## config.mk

```make
export PLATFORM = sky130hd
export DESIGN_NAME = spec_return_stack_buffer
export DESIGN_NICKNAME = d
export VERILOG_FILES = /design/src/rtl/riscv_types_pkg.sv /design/src/rtl/rsb_ckpt_file.sv /design/src/rtl/spec_return_stack_buffer.sv
export SDC_FILE = /design/constraint.sdc
export NUM_CORES = 1
export LEC_CHECK = 0
export CAP_MARGIN = 0
export CELL_PAD_IN_SITES_DETAIL_PLACEMENT = 1
export CELL_PAD_IN_SITES_GLOBAL_PLACEMENT = 1
export CORE_MARGIN = 10
export CORE_UTILIZATION = 45
export DETAILED_ROUTE_END_ITERATION = 10
export PLACE_DENSITY_LB_ADDON = 0.1
export SYNTH_ARGS = -nofsm -noshare
export SYNTH_HDL_FRONTEND = slang
export SYNTH_HIERARCHICAL = 1
export SYNTH_SLANG_ARGS = --single-unit
```

## constraint.sdc

```tcl
create_clock -name clk_i -period 5.4 [get_ports clk_i]
set_clock_uncertainty 0.05 [all_clocks]
set_input_delay 0.54 -clock clk_i [delete_from_list [all_inputs] [get_ports clk_i]]
set_output_delay 0.54 -clock clk_i [all_outputs]
set_load 0.005 [all_outputs]
```

## src/rtl/riscv_types_pkg.sv

```systemverilog
// Shared fetch/predictor type and sizing defaults for the RISC-V front end.
package riscv_types_pkg;

    localparam int RSB_DEPTH_DEFAULT    = 8;
    localparam int RSB_NUM_CKPT_DEFAULT = 4;

endpackage

```

## src/rtl/rsb_ckpt_file.sv

```systemverilog
// Checkpoint register file for the return stack buffer: one write port for
// saves, one combinational read port for restores.
module rsb_ckpt_file #(
    parameter int  NUM_CKPT = 4,
    parameter int  DATA_W   = 8,
    localparam int IDX_W    = $clog2(NUM_CKPT)
) (
    input  logic              clk_i,
    input  logic              rst_i,
    input  logic              wr_en_i,
    input  logic [IDX_W-1:0]  wr_idx_i,
    input  logic [DATA_W-1:0] wr_data_i,
    input  logic [IDX_W-1:0]  rd_idx_i,
    output logic [DATA_W-1:0] rd_data_o
);

    logic [DATA_W-1:0] slot_q [NUM_CKPT];

    always_ff @(posedge clk_i) begin
        if (rst_i) begin
            for (int i = 0; i < NUM_CKPT; i++) begin
                slot_q[i] <= '0;
            end
        end else if (wr_en_i) begin
            slot_q[wr_idx_i] <= wr_data_i;
        end
    end

    assign rd_data_o = slot_q[rd_idx_i];

endmodule

```

## src/rtl/spec_return_stack_buffer.sv

```systemverilog
// Speculative return stack buffer: circular entry array with overwrite-on-full,
// plus checkpoint/restore of {tos, count, top entry} for mispredict repair.
module spec_return_stack_buffer
    import riscv_types_pkg::*;
#(
    parameter int  ADDR_WIDTH  = 32,
    parameter int  STACK_DEPTH = RSB_DEPTH_DEFAULT,
    parameter int  NUM_CKPT    = RSB_NUM_CKPT_DEFAULT,
    localparam int PTR_W       = $clog2(STACK_DEPTH),
    localparam int CKPT_W      = $clog2(NUM_CKPT)
) (
    input  logic                  clk_i,
    input  logic                  rst_i,
    input  logic                  flush_i,
    input  logic                  push_en_i,
    input  logic [ADDR_WIDTH-1:0] push_addr_i,
    input  logic                  pop_en_i,
    input  logic                  ckpt_save_i,
    input  logic [CKPT_W-1:0]     ckpt_idx_i,
    input  logic                  restore_i,
    input  logic [CKPT_W-1:0]     restore_idx_i,
    output logic [ADDR_WIDTH-1:0] top_addr_o,
    output logic                  top_valid_o,
    output logic [PTR_W:0]        count_o,
    output logic                  overflow_o,
    output logic                  underflow_o
);

    typedef struct packed {
        logic [PTR_W-1:0]      tos;
        logic [PTR_W:0]        count;
        logic [ADDR_WIDTH-1:0] top_addr;
    } ckpt_t;

    localparam int             CKPT_DATA_W = $bits(ckpt_t);
    localparam logic [PTR_W:0] COUNT_FULL  = STACK_DEPTH[PTR_W:0];

    function automatic logic [PTR_W-1:0] ptr_inc(input logic [PTR_W-1:0] p);
        return p + PTR_W'(1);
    endfunction

    function automatic logic [PTR_W-1:0] ptr_dec(input logic [PTR_W-1:0] p);
        return p - PTR_W'(1);
    endfunction

    logic [ADDR_WIDTH-1:0] stack_q [STACK_DEPTH];
    logic [PTR_W-1:0]      tos_q;
    logic [PTR_W:0]        count_q;
    logic                  overflow_q;
    logic                  underflow_q;

    ckpt_t                 ckpt_wr;
    ckpt_t                 ckpt_rd;
    logic [PTR_W-1:0]      tos_inc;
    logic                  stack_empty;

    assign tos_inc     = ptr_inc(tos_q);
    assign stack_empty = (count_q == '0);

    // Snapshot is the pre-update state, i.e. exactly what the outputs show this cycle.
    assign ckpt_wr = '{tos: tos_q, count: count_q, top_addr: stack_q[tos_q]};

    rsb_ckpt_file #(
        .NUM_CKPT (NUM_CKPT),
        .DATA_W   (CKPT_DATA_W)
    ) u_ckpt_file (
        .clk_i     (clk_i),
        .rst_i     (rst_i),
        .wr_en_i   (ckpt_save_i && !restore_i),
        .wr_idx_i  (ckpt_idx_i),
        .wr_data_i (ckpt_wr),
        .rd_idx_i  (restore_idx_i),
        .rd_data_o (ckpt_rd)
    );

    always_ff @(posedge clk_i) begin
        if (rst_i) begin
            tos_q       <= '0;
            count_q     <= '0;
            overflow_q  <= 1'b0;
            underflow_q <= 1'b0;
            for (int i = 0; i < STACK_DEPTH; i++) begin
                stack_q[i] <= '0;
            end
        end else begin
            overflow_q  <= 1'b0;
            underflow_q <= 1'b0;
            if (flush_i) begin
                count_q <= '0;
            end else if (restore_i) begin
                // Only the top entry is repaired; deeper wrapped entries stay stale.
                tos_q                <= ckpt_rd.tos;
                count_q              <= ckpt_rd.count;
                stack_q[ckpt_rd.tos] <= ckpt_rd.top_addr;
            end else if (push_en_i && pop_en_i && !stack_empty) begin
                stack_q[tos_q] <= push_addr_i;
            end else if (push_en_i) begin
                tos_q            <= tos_inc;
                stack_q[tos_inc] <= push_addr_i;
                if (count_q == COUNT_FULL) begin
                    overflow_q <= 1'b1;
                end else begin
                    count_q <= count_q + (PTR_W+1)'(1);
                end
            end else if (pop_en_i) begin
                if (stack_empty) begin
                    underflow_q <= 1'b1;
                end else begin
                    tos_q   <= ptr_dec(tos_q);
                    count_q <= count_q - (PTR_W+1)'(1);
                end
            end
        end
    end

    assign top_addr_o  = stack_q[tos_q];
    assign top_valid_o = !stack_empty;
    assign count_o     = count_q;
    assign overflow_o  = overflow_q;
    assign underflow_o = underflow_q;

endmodule

```

# Word-level counts from Yosys, hierarchy flattened
# Memory sizes are Yosys's and may differ from the RTL's. A register that Yosys moved wholly into a read port is not among the register bits.
# Cells that the tools add are included.
# op_classes
add_sub_neg	4
eq_ne	4
mux	47
bitwise_logic	3
n_reduce_logical	16
# ops
op	n
32-bit two-way mux	3
32-bit OR reduction	3
39-bit two-way mux	1
39-bit OR reduction	1
3-bit two-way mux	10
1-bit two-way mux	26
4-bit two-way mux	6
4-bit AND reduction	2
3-bit inequality test (second input constant)	2
6-bit OR reduction	1
5-bit OR reduction	1
4-bit by 1-bit adder with 4-bit output (second input constant)	1
4-bit == test (second input constant)	1
4-bit logical NOT	1
4-bit by 1-bit subtractor with 4-bit output (second input constant)	1
3-bit by 1-bit adder with 3-bit output (second input constant)	1
1-bit logical AND	3
1-bit NOT	3
3-bit nonzero test	1
3-bit by 1-bit subtractor with 3-bit output (second input constant)	1
1-bit logical NOT	2
2-bit two-way mux	1
2-bit inequality test (second input constant)	1
2-bit OR reduction	1
# totals
regBits	9
mem_bits_rw	412
inputBits	43
out_inout_bits	39
n_memories	2
# mem_list
name	words	word_bits	rd	rd_ports_with_merged_regs	wr	line	rtl
stack_q	8	32	1	1	8	spec_return_stack_buffer.sv:46	logic [ADDR_WIDTH-1:0] stack_q [STACK_DEPTH];
u_ckpt_file.slot_q	4	39	1	0	4	rsb_ckpt_file.sv:17	logic [DATA_W-1:0] slot_q [NUM_CKPT];

# Logic depth before layout (Yosys ltp)
# depth
word_depth	11
ltp_mapped	9
ltp_nobuf	7

# Hierarchy
# Netlist, hierarchy kept.
# by_module_without_submodules
module	instances	cells_each	area_per_inst_um2	seq_area_each_um2
spec_return_stack_buffer	1	905	12821.0	7927.6
rsb_ckpt_file	1	385	6826.5	4684.5

# Worst setup path before layout
# Ideal clock, no wire load.
# synth_timing
kind	input-to-reg
startpoint	input restore_idx_i[0]
endpoint	memory stack_q[0][0] (enable)
setup_ns	0.428
arrival_ns	3.649
required_time_ns	4.922
path_slack_ns	1.273
cell_stages	8
path_cell_list	buf_6 buf_6 mux4_2 nand2b_1 o32ai_1 o31ai_1 buf_2 o21bai_1
# synth_lines
element	line	rtl
start, declared	spec_return_stack_buffer.sv:21	input logic [CKPT_W-1:0] restore_idx_i,
end, declared	spec_return_stack_buffer.sv:46	

==> results.json <==
{
  "slew_headroom": 0.3236,
  "via_count": 10890,
  "firstDrtPassIters": 4,
  "worst_setup_path_end_kind": "output port",
  "dpl_cell_area_um2": 20770,
  "synth_sequential_area_ratio": 0.6419,
  "die_h_um": 229.0,
  "numCtsBuffers": 46,
  "synth_area_per_cell_um2": 15.23,
  "grt_max_degree": 69,
  "finalCritPeriodShare": 0.7339,
  "cts_root_buffer": "clkbuf_16",
  "max-vdd-ir-drop_mv": 0.2352,
  "nets": 1376,
  "setup_tns_ns": 0,
  "io_pins": 82,
  "syn-instance-count": 1290,
  "cts_setup_buffers": 0,
  "synth-seq-cells": 424,
  "power_density_nw_per_um2": 349.3,
  "drt-initial-drc-count": 767,
  "fill_cells": 4093,
  "path_clk_slew_ns": 0.06,
  "dieWidth_um": 229.0,
  "use_met3": 0.03785,
  "rsz0062_at_grt": "false",
  "final_common_cell": "edfxtp_1",
  "status": "finished, final reports clean",
  "drive_gt1_frac": 0.2271,
  "gp_congestion": 0.7879,
  "syn_to_final_growth_pct": 12.72,
  "p_leak_uw": 0.007710,
  "antenna_found_initial": 0,
  "busiest_layer": "met2",
  "cts.sinks": 424,
  "htree_levels": 2,
  "post-place-ws_ns": 1.246,
  "ys_types": 51,
  "report.final.hold_viol_count": 0,
  "grt_util_met1": 0.2733,
  "postRouteAntennaNets": 0,
  "final_cell_mix": "edfxtp_1 (412), nor2_1 (223), and2_1 (151)",
  "grt_pass1_wl_um": 77340,
  "wl_um": 51520,
  "synth-async-reset-ratio": 0,
  "grt_pass1_vias": 11920,
  "rrSetupSlack_ns": 1.68,
  "dp_hpwl_um": 32110,
  "cts_hold_buf": 0,
  "synth_warnings": 6,
  "viasPerCell": 5.581,
  "post-route-cell-area_um2": 22150,
  "worstMarginPinSlew_ns": 1.015,
  "setup_viol": 0,
  "worstPathMaxFanout": 36,
  "maxCapViolCount": 0,
  "post_cts_resize_count": 0,
  "avgRoutedWirePerCell_um": 26.40,
  "worstPathRequired_ns": 4.81,
  "core.rowCount": 76,
  "cts_buffer_depth": 3,
  "slew_violations": 0,
  "cp.arrival_ns": 3.37,
  "synth_ff_type": "edfxtp_1",
  "synthesis.nets": 1338,
  "cp_cell_sequence": "buf_4 -> mux4_2 -> mux2_2 -> clkdlybuf4s50_1",
  "criticalPathCategory": "flop to output port",
  "synth.cell_area_um2": 19650,
  "setup_slack_ns": 1.437,
  "drc": 0,
  "utilization": 0.5141,
  "synth-edff-count": 412,
  "critPathTopFamily": "buffers and inverters",
  "start_util": 0.4561,
  "period_minus_slack_ns": 3.963,
  "max_freq_mhz": 252.3,
  "grt_use_met2": 0.3166,
  "coreArea_um2": 43080,
  "tritoncts": "built",
  "crit_slowest_cell": "dfxtp_4",
  "hold_path.class": "flop to flop",
  "dieArea_um2": 52420,
  "critPathMaxStageDelay_ns": 0.87,
  "worst-path-buf-inv": 2,
  "grt_overflow_total": 0,
  "track_usage": 0.1965,
  "crit_path_start_kind": "flop",
  "port_buffers": 81,
  "clk_latency_ns": 0.59
}
-- where the power goes --
part | internal [µW] | total [µW] | switching (µW)
logic | 390 | 949 | 560
registers | 3780 | 3850 | 70.0
clock network | 1650 | 2930 | 1280
-- layout make-up --
cell class,count,area (µm²),share of cell area
antenna,2,5.005,0.0002260
timing repair buffer,110,1031,0.04655
tap,585,732.0,0.03305
inverter,8,30.03,0.001356
clock inverter,19,127.6,0.005762
clock buffer,66,1246,0.05627
multi-input combinational,738,6357,0.2870
sequential,424,12620,0.5697
-- worst min-delay path, stage by stage, from the launching register on --
cell      delay, ns
dfxtp_1        0.37
nor2_1         0.13
a211oi_1       0.09
-- per-layer routing --
layer,up-vias,routed length [µm]
li1,4762,-
met1,5807,23330
met2,273,24630
met3,52,2852
met4,0,710
met5,-,0
-- sequential cells by signal, indices dropped and copies added, names as in the netlist, named ones only --
signal	flops
stack_q	256
underflow_o	1
u_ckpt_file/slot_q	156
count_o	4
tos_q	3
overflow_o	1
-- cell families after synthesis --
logic type / after synthesis / synth area share
buf+inv: 128 / 0.04158
compound gates: 43 / 0.01668
mux: 171 / 0.1556
flops: 424 / 0.6419
fa+ha+maj: 5 / 0.003566
xor+xnor: 6 / 0.002675
simple gates: 513 / 0.1379
-- Yosys cell counts (3+ instances only) --
cell      instances  share of area
edfxtp_1        412           0.63
nor2_1          223          0.043
and2_1          151          0.048
mux4_2          103           0.12
buf_4            50          0.019
nor2_2           40          0.013
nand2b_1         35          0.011
mux2i_1          34          0.017
mux2_2           32          0.018
clkbuf_1         29         0.0055
or2_1            23         0.0073
buf_2            20         0.0051
buf_6            16         0.0092
dfxtp_1          12          0.012
nand2_1          10         0.0019
o21bai_1         10         0.0038
or2_4            10         0.0045
a21oi_1           8         0.0020
inv_1             8         0.0015
and2_4            6         0.0027
nor3_1            5         0.0013
ha_1              4         0.0025
o21ai_0           4         0.0010
xnor2_1           4         0.0018
a31o_2            3         0.0013
clkbuf_2          3        0.00076
-- through the flow --
stage               hold slack (ns)  cells  power [µW]
CTS                          0.5915   1950        7817
floorplan                    0.4983   1290        4497
finish                       0.5845   1952        7735
global placement             0.5779   1865        4862
detailed placement           0.5814   1865        4882
global route                 0.6369   1950        8022
-- final timing paths --
path | startpoint | cells past startpoint | to
min | tos_q[1] | 2 | flop
min reg2reg | tos_q[1] | 2 | flop
max | flop | 4 | top_addr_o[21]
max reg2reg | count_o[3] | 7 | stack_q[7][29]
(Power assumes the default switching activity.)
